<file path="src/rtl/byte_frame_sender.sv">
// byte_frame_sender: stores an 8-byte frame and streams it to an external averager.
// When the averager's result arrives, the sender captures it. If no result comes
// back in time, it aborts with a sticky timeout flag.
//
// Optional feature: define FRAME_CHECK_EN to enable the frame self-check. In that
// build the sender tracks the running min/max of the streamed bytes. It then
// compares the captured result against (min+max)>>1 and reports the outcome on a
// sticky 'mismatch' output.
//
// Ports:
//   clk, rst          rising-edge clock; asynchronous active-high reset
//   wr_en/wr_addr/    frame buffer write port, accepted only while idle
//   wr_data
//   send              start streaming the stored frame (ignored while busy)
//   busy              high whenever not idle
//   start_o, data_o   frame-start strobe and streamed byte to the averager
//   w_i, done_i       averager result and its valid strobe
//   result,           last captured result and its one-cycle capture pulse
//   result_vld
//   mismatch          (FRAME_CHECK_EN only) captured result differs from (min+max)>>1
//   timeout           sticky abort flag, cleared by the next accepted send
module byte_frame_sender #(
  parameter int unsigned TIMEOUT_CYC = 255
) (
  input  logic       clk,
  input  logic       rst,
  input  logic       wr_en,
  input  logic [2:0] wr_addr,
  input  logic [7:0] wr_data,
  input  logic       send,
  output logic       busy,
  output logic       start_o,
  output logic [7:0] data_o,
  input  logic [7:0] w_i,
  input  logic       done_i,
  output logic [7:0] result,
  output logic       result_vld,
`ifdef FRAME_CHECK_EN
  output logic       mismatch,
`endif
  output logic       timeout
);

  localparam logic [7:0] TimeoutVal = 8'(TIMEOUT_CYC);

  typedef enum logic [1:0] {
    StIdle,
    StStream,
    StWait
  } state_e;

  state_e     state_q, state_d;
  logic [2:0] idx_q, idx_d;
  logic [7:0] cnt_q, cnt_d;
  logic [7:0] result_q, result_d;
  logic       result_vld_q, result_vld_d;
  logic       timeout_q, timeout_d;
  logic [7:0] frame_q [8];
  logic       frame_we;
  logic       send_acc;
  logic       capture;

  // Writes are honoured only while idle so a frame cannot change mid-transfer.
  assign frame_we = wr_en && (state_q == StIdle);

  always_ff @(posedge clk or posedge rst) begin
    if (rst) begin
      for (int i = 0; i < 8; i++) begin
        frame_q[i] <= 8'd0;
      end
    end else if (frame_we) begin
      frame_q[wr_addr] <= wr_data;
    end
  end

  always_comb begin
    state_d      = state_q;
    idx_d        = idx_q;
    cnt_d        = cnt_q;
    result_d     = result_q;
    result_vld_d = 1'b0;
    timeout_d    = timeout_q;
    send_acc     = 1'b0;
    capture      = 1'b0;
    unique case (state_q)
      StIdle: begin
        if (send) begin
          send_acc  = 1'b1;
          state_d   = StStream;
          idx_d     = 3'd0;
          timeout_d = 1'b0;
        end
      end
      StStream: begin
        idx_d = idx_q + 3'd1;
        if (idx_q == 3'd7) begin
          state_d = StWait;
          cnt_d   = 8'd0;
        end
      end
      StWait: begin
        cnt_d = cnt_q + 8'd1;
        // A result arriving on the final counted cycle still wins over the abort.
        if (done_i) begin
          capture      = 1'b1;
          result_d     = w_i;
          result_vld_d = 1'b1;
          state_d      = StIdle;
        end else if (cnt_d == TimeoutVal) begin
          timeout_d = 1'b1;
          state_d   = StIdle;
        end
      end
      default: state_d = StIdle;
    endcase
  end

  always_ff @(posedge clk or posedge rst) begin
    if (rst) begin
      state_q      <= StIdle;
      idx_q        <= 3'd0;
      cnt_q        <= 8'd0;
      result_q     <= 8'd0;
      result_vld_q <= 1'b0;
      timeout_q    <= 1'b0;
    end else begin
      state_q      <= state_d;
      idx_q        <= idx_d;
      cnt_q        <= cnt_d;
      result_q     <= result_d;
      result_vld_q <= result_vld_d;
      timeout_q    <= timeout_d;
    end
  end

  assign busy       = (state_q != StIdle);
  assign start_o    = (state_q == StStream) && (idx_q == 3'd0);
  assign data_o     = (state_q == StStream) ? frame_q[idx_q] : 8'd0;
  assign result     = result_q;
  assign result_vld = result_vld_q;
  assign timeout    = timeout_q;

`ifdef FRAME_CHECK_EN
  logic [7:0] min_q, min_d;
  logic [7:0] max_q, max_d;
  logic [7:0] mid;
  logic       mismatch_q, mismatch_d;
  logic [7:0] cur_byte;

  assign cur_byte = frame_q[idx_q];
  // 9-bit sum so an all-255 frame does not wrap before the halving.
  assign mid      = 8'(({1'b0, min_q} + {1'b0, max_q}) >> 1);

  always_comb begin
    min_d      = min_q;
    max_d      = max_q;
    mismatch_d = mismatch_q;
    if (state_q == StStream) begin
      // The first byte seeds both trackers; later bytes refine them.
      if (idx_q == 3'd0) begin
        min_d = cur_byte;
        max_d = cur_byte;
      end else begin
        if (cur_byte < min_q) min_d = cur_byte;
        if (cur_byte > max_q) max_d = cur_byte;
      end
    end
    if (send_acc) begin
      mismatch_d = 1'b0;
    end else if (capture && (w_i != mid)) begin
      mismatch_d = 1'b1;
    end
  end

  always_ff @(posedge clk or posedge rst) begin
    if (rst) begin
      min_q      <= 8'd0;
      max_q      <= 8'd0;
      mismatch_q <= 1'b0;
    end else begin
      min_q      <= min_d;
      max_q      <= max_d;
      mismatch_q <= mismatch_d;
    end
  end

  assign mismatch = mismatch_q;
`endif

endmodule
</file>
<file path="config.mk">
export PLATFORM = sky130hd
export DESIGN_NAME = byte_frame_sender
export DESIGN_NICKNAME = d
export VERILOG_FILES = /design/src/rtl/byte_frame_sender.sv
export SDC_FILE = /design/constraint.sdc
export NUM_CORES = 1
export LEC_CHECK = 0
export ABC_AREA = 1
export CAP_MARGIN = 20
export CORE_ASPECT_RATIO = 1.25
export CORE_UTILIZATION = 30
export DETAILED_ROUTE_END_ITERATION = 16
export PLACE_DENSITY_LB_ADDON = 0.05
export SETUP_SLACK_MARGIN = 0.2
export SYNTH_ARGS = -nofsm -noshare
export SYNTH_HDL_FRONTEND = slang
export SYNTH_SLANG_ARGS = --single-unit
</file>
<file path="constraint.sdc">
create_clock -name clk -period 6.2 [get_ports clk]
set_clock_uncertainty 0.05 [all_clocks]
set_input_delay 0.93 -clock clk [delete_from_list [all_inputs] [get_ports clk]]
set_output_delay 0.93 -clock clk [all_outputs]
set_load 0.03 [all_outputs]
</file>
Word-level counts from Yosys, hierarchy flattened

Index checks and enable logic that the tools add are counted.

Add/subtract/negate cells: 2
Multiply operators: 0
Div/mod/pow operators: 0
Order comparisons: 3
Eq/ne operators: 9
Shift-type cells: 0
Multiplexer cells: 22
Bitwise logic cells: 2
Reduce and logical (&&, ||, !) cells: 14

Operators by type and width:

| kind                                                                         | number |
|---|---|
| 64-bit bitwise mux                                                           | 1 |
| 8-bit two-way mux                                                            | 5 |
| 8-bit binary-select mux with 3-bit select                                    | 1 |
| 8-bit demux with 3-bit select                                                | 1 |
| 8-bit one-hot mux with 2 select lines                                        | 1 |
| 8-bit by 1-bit adder with 8-bit output, second input constant                | 1 |
| 8-bit == test, second input constant                                         | 1 |
| 4-bit >= comparator, second input constant                                   | 2 |
| 2-bit two-way mux                                                            | 4 |
| 2-bit inequality test, second input constant                                 | 4 |
| 3-bit inverter with 4-bit output                                             | 2 |
| 2-bit nonzero test                                                           | 4 |
| 2-bit one-hot mux with 3 select lines                                        | 1 |
| 3-bit one-hot mux with 2 select lines                                        | 1 |
| 2-bit AND reduction                                                          | 3 |
| 1-bit two-way mux                                                            | 5 |
| 4-bit by 1-bit less-than comparator with 1-bit output, second input constant | 1 |
| 4-bit AND reduction                                                          | 1 |
| 3-bit by 1-bit adder with 3-bit output, second input constant                | 1 |
| 3-bit == test, second input constant                                         | 1 |
| 1-bit logical AND                                                            | 3 |
| 3-bit logical NOT                                                            | 1 |
| 3-bit two-way mux                                                            | 1 |
| 3-bit inequality test, second input constant                                 | 1 |
| other kinds (5)                                                              | 5 |

Flip-flop bits (word level): 87
Latch bits: 0
Memory bits (writable): 0
ROM bits: 0
Memories: 0

Depth between registers and ports, before layout

Depth in word-level cells: 6
Gate-level depth with buffers: 12

Worst setup path after synthesis

Ideal clock, no wire load.

Path type: register to output
From: register idx_q[0]
To: output data_o[7]
Arrival: 1,571 ps
Path slack: 3,649 ps
Stages on the path, launching flop included: 5
Cells stage by stage: dfrtp_1 buf_2 clkbuf_1 o211ai_1 a31oi_1

Word-level cells in the longest chain between the ends: 5

Ends and longest elaborated chain:

| what                                                   | RTL line | text |
|---|---|---|
| start, declared                                        | 53       | `logic [2:0] idx_q, idx_d;` |
| start signal, assigned                                 | 128      | `idx_q <= idx_d;` |
| 3-bit inverter with 4-bit output (implied by the code) | 138      | `assign data_o = (state_q == StStream) ? frame_q[idx_q] : 8'd0;` |
| 8-bit binary-select mux with 3-bit select              | 138      |  |
| 8-bit two-way mux (implied by the code) (2 in a row)   | 138      |  |
| 8-bit two-way mux                                      | 138      |  |
| end, declared                                          | 33       | `output logic [7:0] data_o,` |

No other way between the ends. The select of a mux whose other input is x is not followed.

Worst setup path in the final report

From: register idx_q[0]
To: output data_o[2]

The elaborated chain is that of the path after synthesis.

==> metrics.cfg <==
[logic_synthesis]
synth-xor-area-share_pct = 0
synth_edf_count = 0
synthMuxAreaShare_pct = 0
synth_fa_ha_area_share_pct = 1.56
synthTopCellsByArea = dfrtp_1, o21ai_0, nand2_1, inv_1, nor2_1
synth_area_um2 = 4020
synthesis.nets = 516
yosysSeqAreaShare_pct = 54.2
synth_compound_area_share_pct = 18.6
yosysWarningCount = 0
ys_async_sr_fraction_pct = 100
yosys.area_share.simple_pct = 19.0
syn_inst = 487
synth_top_area_share_pct = 54.2
synth_cell_type_count = 20
synth_top_family_by_area = simple AND/OR/NAND/NOR gates
yosysTopAreaCell = dfrtp_1
synth_seq_cells = 87
ys.flop_type = dfrtp_1
yosys.cell_count.top_type = nand2_1
synth_commonest_cells = nand2_1, o21ai_0, dfrtp_1
syn_area_per_cell_um2 = 8.25

[routing]
first_pass_iters = 4
routedWlPerCell_um = 15.5
drt_iter0_markers = 181
viasPerCell = 4.72
drt-total-wl_um = 10900
vias = 3300
ant_nets = 0
drc = 0

[worst_setup_path]
startpoint_type = register
crit_start = idx_q[0]
critical_path.top_delay_family = buffers and inverters
worst_setup_path_end_kind = output port
crit_arrival_ns = 3.38
slowest_stage = dfrtp_1
worstReg2RegStart = idx_q[0]
critPathBufInv = 2
crit_type = reg -> out
cp.required_ns = 5.22
path_cells = clkinv_1 -> nor2_1 -> o21ai_0 -> o21ai_0 -> a31oi_1 -> clkdlybuf4s50_1
cp_max_fo = 33
cp_common_cell = o21ai_0
cpPeakStageDelay_ns = 1.00

[global_route]
gr-total-overflow = 0
grt_util_all_layers_pct = 16.7
grt_max_degree = 58
antenna_found_initial = 0
grt_pass1_vias = 3054
grt_pass1_wl_um = 17700

[sta]
drv_slew = 0
period_needed_ns = 4.36
rsz0062_at_grt = no
worst_slack_ns = 1.84
worst_pin_slew_ns = 1.00
setup_violations = 0
relSlewSlack_pct = 33.0
max_freq_mhz = 230
setup_tns_ns = 0
hold_viol = 0
post-route-period-util_pct = 70.2

[placement]
place_area_um2 = 4580
dp_slack_ns = 2.21
gp_congestion = 0.771
dp_hpwl_um = 7510
port_buffers = 43

[clocking]
cts_max_path_buffers = 2
clkSlewWorstSetupHoldPaths_ns = 0.06
clk_latency_ns = 0.34
cts_max_level = 3
cts_hold_buf = 0
cts_root_buf = clkbuf_16
cts_num_sinks = 87
cts-resized-gates = 0
post_cts_buffers = 0
cts_inserted_buffers = 9
cts_tree = built

[power_and_ir_drop]
p_leak_nw = 2.24
ir_drop_mv = 0.255
pwr_density_cell_nw_per_um2 = 488

[finish]
stdcell_area_um2 = 4940
antenna_cells = 0
nFillCells = 1335
syn2layout_area_growth_pct = 23.1
drive_gt1_share_pct = 4.52
finish.net_count = 555

[floorplanning]
fp.dieH_um = 131
fp.dieW_um = 105
core.rowCount = 46
core_area_um2 = 12900
start_util_pct = 31.2
ios = 44
dieArea_um2 = 13900

[worst_hold_path]
hp-start = result[0]
holdCritPathClass = reg -> reg

[flow_run]
maxCapViolCount = 0

[outcome]
status = completed

[kinds of logic after synthesis]
group | count (synthesis)
AOI/OAI and AO/OA | 142
buffers and inverters | 67
adders and majority gates | 5
DFF | 87
and+or+nand+nor | 186
[cell type report]
| cell class | count | area, um^2 | share of cell area (%) |
|---|---|---|---|
| Sequential cell | 87 | 2180 | 44.1 |
| Multi-Input combinational cell | 333 | 1570 | 31.8 |
| Timing Repair Buffer | 47 | 493 | 9.97 |
| Clock buffer | 12 | 256 | 5.19 |
| Tap cell | 168 | 210 | 4.25 |
| Inverter | 48 | 181 | 3.67 |
| Clock inverter | 4 | 53.8 | 1.09 |
[state kept, by name, summed over array words and instances, names as in the netlist]
| name | cells |
|---|---|
| state_q | 2 |
| idx_q | 3 |
| timeout | 1 |
| result | 8 |
| cnt_q | 8 |
| result_vld | 1 |
| frame_q | 64 |
[stage by stage]
stage	hold WS, ns	utilization, %	power (mW)	std cells
floorplan	0.398	-	1.50	487
global route	0.448	38.3	2.60	699
CTS	0.435	38.0	2.42	697
detailed placement	0.419	35.6	1.84	681
global placement	0.412	35.6	1.84	681
finish	0.432	38.3	2.41	699
[worst paths after layout]
path	endpoint	slack [ns]	depth (start not counted)
min	result[0]	0.43	2
max reg2reg	idx_q[1]	3.57	4
min reg2reg	result[0]	0.43	2
max	data_o[2]	1.84	6
min in group asynchronous	result[2]	0.83	2
max in group asynchronous	frame_q[22]	4.52	3
[report_power, final]
part / switching, mW / internal, mW
Clock: 0.229 / 0.335
Combinational: 0.575 / 0.355
Sequential: 0.139 / 0.780
Total: 0.943 / 1.47
[layer usage]
metal | global-route usage (%) | wire length (um) | share of wire [%] | up-vias
met2 | 23.6 | 4630 | 43 | 68
li1 | - | - | - | 1680
met5 | 0 | 0 | 0 | -
met1 | 25.4 | 5630 | 52 | 1540
met3 | 2.33 | 459 | 4.2 | 12
met4 | 6.71 | 144 | 1.3 | 0
[cell usage in the layout (no fill, tap or decap), types with 5 or more instances in the layout]
master             n
clkbuf_16          9
nand3_1            7
ha_1               5
clkdlybuf4s50_1   43
o211ai_1           8
a21oi_1            8
nor2_1            34
dfrtp_1           87
inv_1             44
nand2_1          133
a31oi_1            8
nand4_1            8
o21ai_0          112
[worst min-delay path: cells and delay by family (launching register included)]
kind | cells | cell delay (ns)
flip-flops | 1 | 0.35
AND/OR/NAND/NOR | 2 | 0.10
Power figures use the tool's default switching activity.
